[config.mk]
export PLATFORM = sky130hd
export DESIGN_NAME = cipher_sequencer
export DESIGN_NICKNAME = d
export VERILOG_FILES = /design/src/rtl/cipher_sequencer.sv
export SDC_FILE = /design/constraint.sdc
export NUM_CORES = 1
export LEC_CHECK = 0
export ABC_CLOCK_PERIOD_IN_PS = 3800
export BUFFER_PORTS_ARGS = -buffer_cell sky130_fd_sc_hd__buf_2
export CORE_ASPECT_RATIO = 1.1
export CORE_MARGIN = 2
export CORE_UTILIZATION = 45
export CTS_BUF_LIST = sky130_fd_sc_hd__clkbuf_8
export CTS_CLUSTER_SIZE = 30
export DETAILED_ROUTE_END_ITERATION = 7
export MAX_ROUTING_LAYER = met4
export RECOVER_POWER = 100
export SYNTH_ARGS = -nofsm -noshare
export SYNTH_HDL_FRONTEND = slang
export SYNTH_SLANG_ARGS = --single-unit
[constraint.sdc]
create_clock -name clk -period 3.8 [get_ports clk]
set_input_delay 0.19 -clock clk [delete_from_list [all_inputs] [get_ports clk]]
set_output_delay 0.19 -clock clk [all_outputs]
set_load 0.01 [all_outputs]
[src/rtl/cipher_sequencer.sv]
// Message-level cipher controller. It buffers a message and a repeating key,
// then streams the message one letter per cycle through a mod-26 shift stage.
module cipher_sequencer #(
    parameter int MSG_DEPTH = 16,
    parameter int KEY_DEPTH = 8
) (
    input  logic                           clk,
    input  logic                           reset,
    input  logic [4:0]                     char_in,
    input  logic                           char_load,
    input  logic                           msg_clear,
    input  logic [4:0]                     key_in,
    input  logic                           key_load,
    input  logic                           key_clear,
    input  logic                           decode,
    input  logic [1:0]                     method,
    input  logic                           go,
    output logic                           busy,
    output logic                           done,
    output logic                           out_valid,
    output logic [4:0]                     out_char,
    output logic [$clog2(MSG_DEPTH)-1:0]   out_idx,
    output logic [$clog2(MSG_DEPTH):0]     msg_count,
    output logic                           err
);

    localparam int AW = $clog2(MSG_DEPTH);
    localparam int KW = $clog2(KEY_DEPTH);

    typedef enum logic [1:0] {
        IDLE,
        RUN,
        FIN
    } state_t;

    state_t state;
    state_t state_next;

    logic [4:0]    msg_mem [MSG_DEPTH];
    logic [4:0]    key_mem [KEY_DEPTH];
    logic [KW:0]   key_count;
    logic [AW-1:0] rd_idx;
    logic [KW-1:0] kptr;
    logic [KW:0]   kptr_inc;
    logic          mode_decode;
    logic [1:0]    mode_method;

    logic          in_idle;
    logic          idle_cmd;
    logic          start;
    logic          char_ok;
    logic          key_ok;
    logic          msg_write;
    logic          msg_reject;
    logic          key_write;
    logic          key_reject;
    logic          last_read;
    logic          reserved_go;

    logic [4:0]    cur_key;
    logic [5:0]    c6;
    logic [5:0]    k6;
    logic [5:0]    sum6;
    logic [4:0]    result;

    // Command decode: go wins over every load/clear, clears win over loads.
    // The buffer is full exactly when the count's top bit is set.
    always_comb begin
        in_idle     = (state == IDLE);
        start       = in_idle && go;
        idle_cmd    = in_idle && !go;
        char_ok     = (char_in <= 5'd25);
        key_ok      = (key_in <= 5'd25);
        msg_write   = idle_cmd && !msg_clear && char_load && char_ok && !msg_count[AW];
        msg_reject  = idle_cmd && !msg_clear && char_load && (!char_ok || msg_count[AW]);
        key_write   = idle_cmd && !key_clear && key_load && key_ok && !key_count[KW];
        key_reject  = idle_cmd && !key_clear && key_load && (!key_ok || key_count[KW]);
        last_read   = ({1'b0, rd_idx} == (msg_count - {{AW{1'b0}}, 1'b1}));
        reserved_go = start && (msg_count != '0) && (method == 2'b11);
        kptr_inc    = {1'b0, kptr} + {{KW{1'b0}}, 1'b1};
    end

    always_ff @(posedge clk) begin
        if (reset) begin
            state <= IDLE;
        end else begin
            state <= state_next;
        end
    end

    always_comb begin
        state_next = state;
        case (state)
            IDLE: begin
                if (go) begin
                    state_next = (msg_count == '0) ? FIN : RUN;
                end
            end
            RUN: begin
                if (last_read) begin
                    state_next = FIN;
                end
            end
            FIN: begin
                state_next = IDLE;
            end
            default: begin
                state_next = IDLE;
            end
        endcase
    end

    always_comb begin
        busy = (state != IDLE);
        done = (state == FIN);
    end

    // Buffer storage carries no reset; only the counts define what is valid.
    always_ff @(posedge clk) begin
        if (msg_write) begin
            msg_mem[msg_count[AW-1:0]] <= char_in;
        end
        if (key_write) begin
            key_mem[key_count[KW-1:0]] <= key_in;
        end
    end

    always_ff @(posedge clk) begin
        if (reset) begin
            msg_count <= '0;
            key_count <= '0;
            err       <= 1'b0;
        end else begin
            if (idle_cmd && msg_clear) begin
                msg_count <= '0;
            end else if (msg_write) begin
                msg_count <= msg_count + {{AW{1'b0}}, 1'b1};
            end

            if (idle_cmd && key_clear) begin
                key_count <= '0;
            end else if (key_write) begin
                key_count <= key_count + {{KW{1'b0}}, 1'b1};
            end

            if (msg_reject || key_reject || reserved_go) begin
                err <= 1'b1;
            end else if (idle_cmd && msg_clear) begin
                err <= 1'b0;
            end
        end
    end

    // Key selection: an empty key buffer means a zero shift for every method.
    always_comb begin
        cur_key = 5'd0;
        if (key_count != '0) begin
            case (mode_method)
                2'b01:   cur_key = key_mem[0];
                2'b10:   cur_key = key_mem[kptr];
                default: cur_key = 5'd0;
            endcase
        end
    end

    always_comb begin
        c6   = {1'b0, msg_mem[rd_idx]};
        k6   = {1'b0, cur_key};
        sum6 = c6 + k6;
        if (mode_decode) begin
            result = (c6 < k6) ? 5'(c6 + 6'd26 - k6) : 5'(c6 - k6);
        end else begin
            result = (sum6 >= 6'd26) ? 5'(sum6 - 6'd26) : 5'(sum6);
        end
    end

    // Reserved method is latched as pass so the shift stage never sees it.
    always_ff @(posedge clk) begin
        if (reset) begin
            rd_idx      <= '0;
            kptr        <= '0;
            mode_decode <= 1'b0;
            mode_method <= 2'b00;
            out_valid   <= 1'b0;
            out_char    <= 5'd0;
            out_idx     <= '0;
        end else begin
            out_valid <= (state == RUN);
            if (start) begin
                rd_idx      <= '0;
                kptr        <= '0;
                mode_decode <= decode;
                mode_method <= (method == 2'b11) ? 2'b00 : method;
            end else if (state == RUN) begin
                out_char <= result;
                out_idx  <= rd_idx;
                rd_idx   <= rd_idx + {{(AW-1){1'b0}}, 1'b1};
                kptr     <= (kptr_inc == key_count) ? '0 : kptr_inc[KW-1:0];
            end
        end
    end

endmodule
==> impl_results.md <==
- P_leak: 2.72 nW
- CORE AREA: 15800 um^2
- Largest family of logic cells by synthesized area: multiplexers
- Crit path required time: 4.15 ns
- Critical path arrival: 4.01 ns
- Sinks on Clock Net: 159
- Post-synth ARST share: 0
- Most frequent cells in the layout: edfxtp_1 (120), nor2_1 (52), nand2_1 (38), dfxtp_1 (38), mux4_2 (35)
- Maximum root-to-sink buffer count: 2
- Synth Flop Type: edfxtp_1
- IR Drop Worst-Case VDD: 0.000290 V
- Switching part of the total: 0.220
- Post-route ant nets: 0
- Psw: 0.000726 W
- CP Max Fanout: 10
- DRT Pass-1 Iters: 5
- Post-synthesis compound-gate area fraction: 0.0696
- Worst Setup Slack post-DPL: 0.169 ns
- Fmax: 273 MHz
- CP Launch Type: register
- Largest net degree at the start of global routing: 21
- RSZ-0062 raised after global routing: false
- Via count: 4292
- Top post-synthesis cells by area: edfxtp_1 (49%), mux4_2 (11%), dfxtp_1 (11%), ha_1 (4.6%), nor2_1 (2.7%)
- FP Rows: 48
- Bufs and invs on worst path: 2
- Clock Skew: 0.0108 ns
- Multiplexer area fraction after synthesis: 0.124
- Final worst slack: 0.134 ns
- Crit. path cell count: 11
- Most common cell after layout, fill and taps aside: edfxtp_1
- Port Buf Inserts: 37
- Crit path max-delay family: compound AO/OA/AOI/OAI gates
- # Post-CTS Setup Buffers: 0
- Max stage delay cell, worst path: mux4_2
- Final hold vios: 0
- Vias per Instance: 5.51
- ANT cells: 0
- Overflow after GRT: 0
- CP Cell Sequence: buf_6 -> mux4_2 -> mux2_2 -> a22o_1 -> and2_1 -> ha_1 -> clkbuf_2 -> o22a_1 -> o311ai_0 -> mux2i_1 -> a2111oi_2
- Clk Latency, worst-skew pair: 0.45 ns
- Share of layout cells above drive strength 1: 0.169
- Number of global-route vias before repair: 4455
- PD cells: 407 nW/um^2
- Internal: 0.00257 W
- DRT iter0 DRCs: 270
- Worst Max-Slew Pin Slew: 0.962 ns
- Reg2Reg Depth: 11
- Synth cell types: 58
- Gr usage total: 0.194
- Slew headroom: 0.354
- Hold slack: 0.0553 ns
- Detailed Place HPWL: 10800 um
- Die Span Y: 137 um
- Final Max Slew Viols: 0
- Sequential cell area fraction in the yosys report: 0.602
- DRC: 0
- WL per Instance: 19.4 um
- Worst setup path end: out_char[4]
- First-pass GRT wire length: 24100 um
- CTS buffer count: 17
- Hold Path Class: in -> reg
- Setup_tns: 0 ns
- Clk network pwr share: 0.388
- Part of the power in registers: 0.571
- Top cell type by total area after synthesis: edfxtp_1
- Post-Route WL: 15100 um
- Starting density of the core: 0.461
- Seq cells post-synth: 159
- Minimum clock period: 3.67 ns
- Post-synthesis instance total: 520
- FF-to-FF End: out_char[4]
- CTS tree: yes
- Die width: 125 um
- Max-cap check violation count: 0
- Initial antenna violation count: 0
- Clock tree root driver cell: clkbuf_8
- Post-synth top area share: 0.495
- R2r setup slk: 0.13 ns
- Cells after DPL: 746
- Synthesized area: 7280 um^2
- Fin crit share: 0.965
- Final setup fails: 0
- Post-synth EDFFs: 120
- Xor-xnor portion of the synthesized cell area: 0.0289
- Non-filler cells, final: 779
- Status: finished clean
- Biggest cell delay along the critical path: 0.52 ns
- Ys Warns: 0
- Crit Path Class: reg -> reg
- Syn_area_per_cell: 14.0 um^2
- Reg clk slew, reported paths: 0.09 ns
- Fin nets: 618
- H-Tree Level Count: 4
- Net count after synthesis: 571
- P&R area growth vs syn: 11.2%
- RePlAce Congestion: 0.877
- Adder-cell share of the synthesized area: 0.0574
- Die Area: 17200 um^2
- I/O pin count: 38
- Final Power: 0.00330 W
- Power share of the combinational group: 0.042
- Worst setup EP type: register
- Simple-Gate Fraction of Synth Area: 0.0895
-- timing repair --
item	CTS	global route
resized for setup	0	2
hold buffers	2	0
endpoints found under the hold margin	9	0
setup endpoints to repair	0	1
-- cells in the mapped netlist, types with 2 or more instances --
| library cell | instances |
|---|---|
| edfxtp_1 | 120 |
| nor2_1 | 52 |
| dfxtp_1 | 39 |
| nand2_1 | 38 |
| mux4_2 | 35 |
| inv_1 | 28 |
| ha_1 | 27 |
| a21oi_1 | 21 |
| clkbuf_1 | 15 |
| xor2_1 | 14 |
| nand2b_1 | 13 |
| xnor2_1 | 10 |
| o21ai_0 | 9 |
| mux2i_1 | 6 |
| a31oi_1 | 5 |
| and2_1 | 5 |
| mux2_2 | 5 |
| nor2b_1 | 5 |
| nor3b_1 | 5 |
| a22o_1 | 4 |
| buf_2 | 4 |
| fa_1 | 4 |
| nor3_1 | 4 |
| nand4_1 | 3 |
| o21bai_1 | 3 |
| or2_2 | 3 |
| a21o_1 | 2 |
| a221oi_1 | 2 |
| a22oi_1 | 2 |
| and4b_1 | 2 |
| nand3_1 | 2 |
| nand3b_1 | 2 |
| o2111ai_1 | 2 |
| o21ba_2 | 2 |
| o2bb2ai_1 | 2 |
| o311ai_0 | 2 |
| or4_1 | 2 |
-- cell type report --
type	count	area (um^2)
timing repair buffer	51	270
clock buffer	17	234
multi-input combinational	310	2690
sequential	159	4390
clock inverter	14	166
inverter	28	105
tap	200	250
fill	1377	7690
-- how the worst min path moves through the flow --
stage / slack, ns / depth (start not counted) / endpoint / startpoint
CTS: 0.02 / 1 / key_mem[4][0] / key_in[0]
finish: 0.06 / 3 / mode_method[1] / method[1]
global placement: 0.44 / 2 / out_idx[3] / out_idx[3]
floorplan: 0.29 / 0 / key_mem[0][0] / key_in[0]
global route: 0.03 / 3 / mode_method[0] / method[0]
detailed placement: 0.45 / 2 / out_idx[0] / out_idx[0]
-- cell families after synthesis --
kind of cell               after synthesis
buffers and inverters                   51
adders and majority gates               31
DFF                                    159
muxes                                   46
and+or+nand+nor                        138
AOI/OAI and AO/OA                       71
xor gates and xnor gates                24
-- metrics by stage --
stage           util  cell area [um^2]
2_1_floorplan      -              7280
3_3_place_gp   0.489              7720
3_5_place_dp   0.489              7720
4_1_cts        0.515              8140
5_1_grt        0.513              8100
6_report       0.513              8100
-- worst register-to-register path, cell delays in order (launching register included) --
cell and delay, ns:
dfxtp_1 0.41, buf_6 0.19, mux4_2 0.52, mux2_2 0.28, a22o_1 0.20, and2_1 0.20, ha_1 0.35, clkbuf_2 0.22
o22a_1 0.26, o311ai_0 0.37, mux2i_1 0.19, a2111oi_2 0.39
-- flip-flops by register name, summed over array words and instances, names as in the netlist, named ones only --
name,flops
out_char,5
kptr,3
state,2
out_idx,4
rd_idx,4
out_valid,1
key_mem,40
msg_mem,80
err,1
msg_count,5
key_count,4
mode_decode,1
mode_method,2
-- routing by layer --
layer,vias to the layer above,share of wire,GRT usage
li1,2022,-,-
met1,2167,0.44,0.235
met2,82,0.51,0.328
met3,21,0.032,0.0404
met4,0,0.018,0.0691
met5,-,0,-
-- power groups by stage --
| stage | sequential (W) | combinational, W | clock, W |
|---|---|---|---|
| floorplan | 0.00192 | 0.0000832 | 0 |
| global placement | 0.00192 | 0.000136 | 0 |
| detailed placement | 0.00192 | 0.000139 | 0 |
| CTS | 0.00188 | 0.000141 | 0.00130 |
| global route | 0.00188 | 0.000153 | 0.00138 |
| finish | 0.00188 | 0.000137 | 0.00128 |
Note: power is estimated with default switching activity, not from simulation.
